**config.mk**
```make
export PLATFORM = sky130hd
export DESIGN_NAME = adder_chain_pipe
export DESIGN_NICKNAME = d
export VERILOG_FILES = /design/src/rtl/adder_chain_pkg.sv /design/src/rtl/adder_chain_seg.sv /design/src/rtl/adder_chain_pipe.sv
export SDC_FILE = /design/constraint.sdc
export NUM_CORES = 1
export LEC_CHECK = 0
export CORE_UTILIZATION = 45
export DETAILED_ROUTE_END_ITERATION = 10
export PLACE_DENSITY_LB_ADDON = 0.3
export SLEW_MARGIN = 5
export SYNTH_ARGS = -nofsm -noshare
export SYNTH_HDL_FRONTEND = slang
export SYNTH_HIERARCHICAL = 1
export SYNTH_SLANG_ARGS = --single-unit
```
**constraint.sdc**
```tcl
create_clock -name clk -period 4.3 [get_ports clk]
set_clock_uncertainty 0.2 [all_clocks]
set_input_delay 1.075 -clock clk [delete_from_list [all_inputs] [get_ports clk]]
set_output_delay 1.075 -clock clk [all_outputs]
set_load 0.02 [all_outputs]
```
**src/rtl/adder_chain_pkg.sv**
```systemverilog
// rtl/adder_chain_pkg.sv - shared mode encodings and helpers for the segmented adder chain
package adder_chain_pkg;

  localparam logic [1:0] MODE_ADD = 2'b00;
  localparam logic [1:0] MODE_SUB = 2'b01;
  localparam logic [1:0] MODE_ACC = 2'b10;
  localparam logic [1:0] MODE_CLR = 2'b11;

  // Pipeline depth: one register per ripple slice.
  function automatic int latency(input int width, input int seg_width);
    return width / seg_width;
  endfunction

  // ACC and CLR both touch the accumulator and therefore serialise issue.
  function automatic logic uses_acc(input logic [1:0] m);
    return (m == MODE_ACC) || (m == MODE_CLR);
  endfunction

endpackage

```
**src/rtl/adder_chain_seg.sv**
```systemverilog
// rtl/adder_chain_seg.sv - combinational SEG_WIDTH-bit ripple of full-adder cells
module adder_chain_seg
  import adder_chain_pkg::*;
#(
  parameter int SEG_WIDTH = 4
) (
  input  logic [SEG_WIDTH-1:0] seg_a,
  input  logic [SEG_WIDTH-1:0] seg_b,
  input  logic                 seg_cin,
  output logic [SEG_WIDTH-1:0] seg_sum,
  output logic                 seg_cout,
  output logic                 seg_msb_cin
);

  logic [SEG_WIDTH:0] carry;

  // Ripple the carry through one full-adder cell per bit.
  always_comb begin
    carry    = '0;
    seg_sum  = '0;
    carry[0] = seg_cin;
    for (int i = 0; i < SEG_WIDTH; i++) begin
      seg_sum[i]   = seg_a[i] ^ seg_b[i] ^ carry[i];
      carry[i + 1] = (seg_a[i] & seg_b[i]) | (carry[i] & (seg_a[i] ^ seg_b[i]));
    end
  end

  assign seg_cout    = carry[SEG_WIDTH];
  // Carry into the top bit; the final slice uses it for signed overflow.
  assign seg_msb_cin = carry[SEG_WIDTH-1];

endmodule

```
**src/rtl/adder_chain_pipe.sv**
```systemverilog
// rtl/adder_chain_pipe.sv - pipelined segmented carry-chain adder with sub/acc/clr modes
module adder_chain_pipe
  import adder_chain_pkg::*;
#(
  parameter int WIDTH     = 8,
  parameter int SEG_WIDTH = 4
) (
  input  logic             clk,
  input  logic             reset,
  input  logic             in_valid,
  output logic             in_ready,
  input  logic [1:0]       mode,
  input  logic [WIDTH-1:0] adder_a,
  input  logic [WIDTH-1:0] adder_b,
  input  logic             adder_cin,
  output logic             out_valid,
  input  logic             out_ready,
  output logic [WIDTH-1:0] adder_sumout,
  output logic             adder_cout,
  output logic             adder_ovf,
  output logic [WIDTH-1:0] acc_value
);

  localparam int L  = latency(WIDTH, SEG_WIDTH);
  localparam int CW = $clog2(L + 2);
  localparam logic [CW-1:0] CNT_ONE = CW'(1);

  // Stage k inputs (s_*) feed slice k; stage k registers (r_*) hold its results.
  // Each r_a word carries finished sum bits below the slice boundary and
  // not-yet-added operand bits above it.
  logic [WIDTH-1:0]     s_a [L];
  logic [WIDTH-1:0]     s_b [L];
  logic                 s_c [L];
  logic                 s_v [L];
  logic [1:0]           s_m [L];
  logic [SEG_WIDTH-1:0] seg_sum [L];
  logic                 seg_cout [L];
  logic                 seg_msb_cin [L];
  logic [WIDTH-1:0]     r_a [L];
  logic [WIDTH-1:0]     r_b [L];
  logic                 r_c [L];
  logic                 r_v [L];
  logic [1:0]           r_m [L];
  logic                 r_ovf;
  logic [CW-1:0]        acc_inflight;

  logic adv;
  logic accept;
  logic out_hs;
  logic acc_inc;
  logic acc_dec;

  assign out_valid    = r_v[L-1];
  assign adder_sumout = r_a[L-1];
  assign adder_cout   = r_c[L-1];
  assign adder_ovf    = r_ovf;

  assign adv      = !out_valid || out_ready;
  assign in_ready = adv && (acc_inflight == '0);
  assign accept   = in_valid && in_ready;
  assign out_hs   = out_valid && out_ready;
  assign acc_inc  = accept && uses_acc(mode);
  assign acc_dec  = out_hs && uses_acc(r_m[L-1]);

  // Map the mode onto a plain a+b+cin for stage 0; later stages read the previous register.
  always_comb begin
    s_a[0] = adder_a;
    s_b[0] = adder_b;
    s_c[0] = adder_cin;
    case (mode)
      MODE_SUB: s_b[0] = ~adder_b;
      MODE_ACC: begin
        s_a[0] = acc_value;
        s_b[0] = adder_a;
      end
      MODE_CLR: begin
        s_a[0] = '0;
        s_b[0] = '0;
        s_c[0] = 1'b0;
      end
      default: ;
    endcase
    s_v[0] = accept;
    s_m[0] = mode;
    for (int k = 1; k < L; k++) begin
      s_a[k] = r_a[k-1];
      s_b[k] = r_b[k-1];
      s_c[k] = r_c[k-1];
      s_v[k] = r_v[k-1];
      s_m[k] = r_m[k-1];
    end
  end

  for (genvar k = 0; k < L; k++) begin : g_seg
    adder_chain_seg #(
      .SEG_WIDTH (SEG_WIDTH)
    ) u_seg (
      .seg_a       (s_a[k][k*SEG_WIDTH +: SEG_WIDTH]),
      .seg_b       (s_b[k][k*SEG_WIDTH +: SEG_WIDTH]),
      .seg_cin     (s_c[k]),
      .seg_sum     (seg_sum[k]),
      .seg_cout    (seg_cout[k]),
      .seg_msb_cin (seg_msb_cin[k])
    );
  end

  // All stages shift together on adv and freeze together otherwise.
  always_ff @(posedge clk) begin
    if (reset) begin
      for (int k = 0; k < L; k++) begin
        r_a[k] <= '0;
        r_b[k] <= '0;
        r_c[k] <= 1'b0;
        r_v[k] <= 1'b0;
        r_m[k] <= MODE_ADD;
      end
      r_ovf <= 1'b0;
    end else if (adv) begin
      for (int k = 0; k < L; k++) begin
        r_a[k] <= s_a[k];
        r_a[k][k*SEG_WIDTH +: SEG_WIDTH] <= seg_sum[k];
        r_b[k] <= s_b[k];
        r_c[k] <= seg_cout[k];
        r_v[k] <= s_v[k];
        r_m[k] <= s_m[k];
      end
      r_ovf <= seg_cout[L-1] ^ seg_msb_cin[L-1];
    end
  end

  // Accumulator writeback and ACC/CLR in-flight tracking on the handshakes.
  always_ff @(posedge clk) begin
    if (reset) begin
      acc_value    <= '0;
      acc_inflight <= '0;
    end else begin
      if (out_hs && (r_m[L-1] == MODE_ACC)) begin
        acc_value <= r_a[L-1];
      end else if (out_hs && (r_m[L-1] == MODE_CLR)) begin
        acc_value <= '0;
      end
      if (acc_inc && !acc_dec) begin
        acc_inflight <= acc_inflight + CNT_ONE;
      end else if (acc_dec && !acc_inc) begin
        acc_inflight <= acc_inflight - CNT_ONE;
      end
    end
  end

endmodule

```
* Yosys cells after proc, flatten, opt, wreduce, memory -nomap -nowiden
Memories as Yosys holds them, arrays and structs flattened.
Index checks and enable logic that the tools add are counted.
** Word-level totals
- Input bits :: 23
- Register bits after elaboration :: 11
- Logic and storage cells :: 111
- Memories :: 5
- Output and inout bits :: 20
- Bits in writable memories :: 40
** Memory list
- r_a :: depth 2, width 8, rd ports 2, clocked after Yosys merged registers in 0, write ports 2, line adder_chain_pipe.sv:39 : logic [WIDTH-1:0] r_a [L];
- r_b :: depth 2, width 8, rd ports 1, clocked after Yosys merged registers in 0, write ports 2, line adder_chain_pipe.sv:40 : logic [WIDTH-1:0] r_b [L];
- r_m :: depth 2, width 2, rd ports 2, clocked after Yosys merged registers in 0, write ports 2, line adder_chain_pipe.sv:43 : logic [1:0] r_m [L];
- r_c :: depth 2, width 1, rd ports 2, clocked after Yosys merged registers in 0, write ports 2, line adder_chain_pipe.sv:41 : logic r_c [L];
- r_v :: depth 2, width 1, rd ports 2, clocked after Yosys merged registers in 0, write ports 2, line adder_chain_pipe.sv:42 : logic r_v [L];
** Operators by class
- Bitwise operators :: 54
- Reductions and logical operators :: 18
- Muxes and demuxes :: 24
- Add/sub/neg operators :: 2
- Equal/unequal tests :: 5
** Operators with widths (count)
- $mux W8 :: 6
- $pmux W8 S3 :: 1
- $or A1 B1 Y1 :: 20
- $xor A1 B1 Y1 :: 17
- $and A1 B1 Y1 :: 16
- $pmux W8 S2 :: 1
- $mux W1 :: 10
- $logic_and A1 B1 Y1 :: 9
- $eq A2 B2 Y1 const B :: 4
- $mux W2 :: 4
- $mux W4 :: 2
- $not A8 Y8 :: 1
- $reduce_bool A2 Y1 :: 2
- $logic_not A1 Y1 :: 3
- $logic_or A1 B1 Y1 :: 3
- $add A2 B1 Y2 const B :: 1
- $eq A2 B1 Y1 const B :: 1
- $logic_not A2 Y1 :: 1
- $sub A2 B1 Y2 const B :: 1

* Longest topological paths before layout
- Depth in word-level cells :: 12
- Gate-level depth with buffers :: 12
- Depth with buffers taken out :: 10

* By module
Netlist, hierarchy kept.
** Modules (own cells, without submodules)
- adder_chain_pipe :: area each 1816.7 µm², instances 1, cells an instance 165, sequential area each 1061.0 µm²
- adder_chain_seg :: area each 110.1 µm², instances 2, cells an instance 12, sequential area each 0.0 µm²

* Worst setup path before layout
OpenSTA, ideal clock, no wires.
- Path type :: input-to-reg
- Start :: input mode[1]
- End :: memory r_a[0][3] (data pin)
- Setup time :: 255 ps
- Data arrival time :: 3262 ps
- Required time :: 3845 ps
- Setup slack :: 583 ps
- Path buffers :: 3
- Stages :: 11
- Cell sequence :: buf_2 -> buf_6 -> buf_2 -> o21ai_0 -> fa_1 -> inv_1 -> fa_1 -> fa_1 -> inv_1 -> fa_1 -> and2_1
** RTL lines
- start: declaration :: line adder_chain_pipe.sv:12 : input logic [1:0] mode,
- end: declaration :: line adder_chain_pipe.sv:39

* Worst setup path after layout
- Start :: input out_ready
- End :: output in_ready
** On the way
- Word-level cells in the longest chain between the ends :: 2
** Ends and longest elaborated chain
- start: declaration :: line adder_chain_pipe.sv:17 : input logic out_ready,
- $logic_or A1 B1 Y1 :: line adder_chain_pipe.sv:58 : assign adv = !out_valid || out_ready;
- $logic_and A1 B1 Y1 :: line adder_chain_pipe.sv:59 : assign in_ready = adv && (acc_inflight == '0);
- end: declaration :: line adder_chain_pipe.sv:11 : output logic in_ready,
Every way passes these cells.

==> impl_metrics.tcl <==
set metrics [dict create \
    synth_nets 221 \
    cts_resized 0 \
    drv_slew 0 \
    avgViaCountPerCell 4.806 \
    multiInputGateArea_um2 832.0 \
    fmax_ghz 0.2565 \
    post_cts_buffers 0 \
    finalCritPeriodShare_pct 90.65 \
    setup_viol_count_final 0 \
    worst_slack_ns 0.4019 \
    final_common_cell "clkdlybuf4s50_1" \
    synthFlopType "edfxtp_1" \
    wl_um 3727 \
    fp.dieW_um 69.28 \
    wire_per_inst_um 12.94 \
    hp-class "reg -> reg" \
    fin_nets 267 \
    top_layer "met4" \
    die_y_um 69.28 \
    layout_common_cells "42 x clkdlybuf4s50_1, 28 x edfxtp_1, 21 x inv_1, 20 x nand2_1, 19 x and2_1" \
    post-place-cells 280 \
    cts_hold_buf 0 \
    r2r_slack_ns 1.54 \
    crit_arrival_ns 2.62 \
    track_usage_pct 17.26 \
    leakagePower_nw 1.030 \
    tightest_slew_ns 0.5540 \
    synth_edf_count 28 \
    tritoncts "built" \
    diodes 0 \
    synthesis.area_um2 2037 \
    cts_max_level 2 \
    start_util_pct 46.78 \
    fin_cells 288 \
    numCtsBuffers 5 \
    die_area_um2 4800 \
    syn_area_per_cell_um2 10.78 \
    cts_root_buf "clkbuf_8" \
    required_ns 3.02 \
    rows 24 \
    ant_nets 0 \
    synth-async-reset-ratio_pct 0 \
    fin_crit_ns 3.898 \
    port_buffers 42 \
    path_max_fanout 4 \
    p_total_mw 0.9236 \
    syn_inst 189 \
    ir_drop_mv 0.1295 \
    start_kind "input port" \
    core_area_um2 4354 \
    drive_above_1_share_pct 7.627 \
    powerDensity_nw_per_um2 350.7 \
    synthTopCellsByArea "edfxtp_1 41%, dfxtp_1 11%, fa_1 7.9%" \
    yosysTopAreaCellShare_pct 41.28 \
    whs_path_depth 2 \
    synth_largest_area_cell "edfxtp_1" \
    ys_seq_area_share_pct 52.09 \
    final.fill_count 359 \
    reg2regPathDepth 9 \
    clkSinkCount 39 \
    finalHoldViolCount 0 \
    drt-initial-drc-count 97 \
    regArea_um2 1061 \
    grt_max_degree 30 \
    vias 1384 \
    hold_ws_ns 0.2824 \
    wl_met3_um 216 \
    ys_types 29 \
    drc 0 \
    first_pass_iters 4 \
    slew_headroom_pct 62.95 \
    tns_ns 0 \
    maxCapViolCount 0 \
    endpoint "in_ready" \
    setup.worst_path.class "in -> out" \
    met1Wirelength_um 1776 \
    yosysWarnings 6 \
    grt_pass1_vias 1335 \
    met2WireLength_um 1680 \
    cts_max_path_buffers 2 \
    setup.worst_path.start "out_ready" \
    syn2layout_area_growth_pct 29.30 \
    clk_pin_slew_ns 0.07 \
    synth_seq_cells 39 \
    dpl.hpwl_um 2688 \
    dp_slack_ns 0.1370 \
    grt_pass1_wl_um 6361 \
    clock_latency_ns 0.29 \
    worstSetupEndpointType "primary output" \
    status "completed" \
    rsz0062_at_grt "no" \
    gp_congestion 0.7579 \
    overflow 0 \
    io_pins 43 \
    reg2reg_from "acc_value[0]" \
    antenna_found_initial 0 \
    rr_endpoint "r_a[0][3]" \
]
## cells by family (layout without fill, tap and decap cells)
| group | Yosys count | in the layout | synth area share (%) |
|---|---|---|---|
| XOR/XNOR | 11 | 11 | 4.730 |
| flip-flops | 39 | 39 | 52.09 |
| AO/OA/AOI/OAI | 28 | 28 | 7.309 |
| buffers and inverters | 32 | 79 | 7.064 |
| AND/OR/NAND/NOR | 70 | 70 | 20.33 |
| adder cells (fa/ha/maj) | 9 | 9 | 8.476 |
## per-stage QoR
step | cell area [um^2] | utilization (%)
after detailed placement | 2516 | 57.79
final | 2634 | 60.49
after CTS | 2634 | 60.49
after global placement | 2516 | 57.79
after global routing | 2634 | 60.49
after floorplan | 2037 | -
## synthesized netlist by cell type (2+ instances only)
library cell and n:
buf_4 2, edfxtp_1 28, o22ai_1 5, nand2b_1 9, xnor2_1 5, buf_2 5
dfxtp_1 11, xor2_1 6, and2_1 19, clkbuf_1 2, inv_1 21, and3_1 2
a21oi_1 17, o21ai_0 5, fa_1 8, nand2_1 20, nand3b_1 12
## worst max-delay path, cell delays in order
cell             delay (ns)
clkdlybuf4s50_1        0.52
nor2b_4                0.07
nor3_1                 0.28
clkdlybuf4s50_1        0.68
## layer usage
metal  GRT usage (%)  up-vias
met1           24.04      625
met3           5.087        5
li1                -      709
met2           25.35       45
met5               0        -
met4           6.803        0
## final cells by class
class / count / area share (%)
flip-flops and latches: 39 / 40.29
multi-input cells: 118 / 31.59
clock inverters: 2 / 1.330
repair buffers: 49 / 17.96
inverters: 22 / 3.230
clock buffers: 6 / 3.135
well taps: 52 / 2.470
## sequential cells by signal, summed over array words and instances (netlist names)
name / flops
r_m: 4
r_b: 4
adder_ovf: 1
r_v: 2
r_c: 2
acc_value: 8
acc_inflight: 2
r_a: 16
## where the power goes
group          total [mW]  switching [mW]  internal (mW)
clock network       0.312           0.125          0.188
logic               0.158          0.0759         0.0821
registers           0.453          0.0147          0.439
total               0.924           0.215          0.708
## worst min-delay path by stage
stage,start,end,slack [ns]
after floorplan,acc_inflight[1],acc_inflight[1],0.26
after global placement,adder_ovf,adder_ovf,0.27
after detailed placement,adder_ovf,adder_ovf,0.28
after CTS,adder_ovf,adder_ovf,0.29
after global routing,adder_ovf,adder_ovf,0.32
final,adder_ovf,adder_ovf,0.28
No activity file was read; power rests on OpenSTA's default activity.
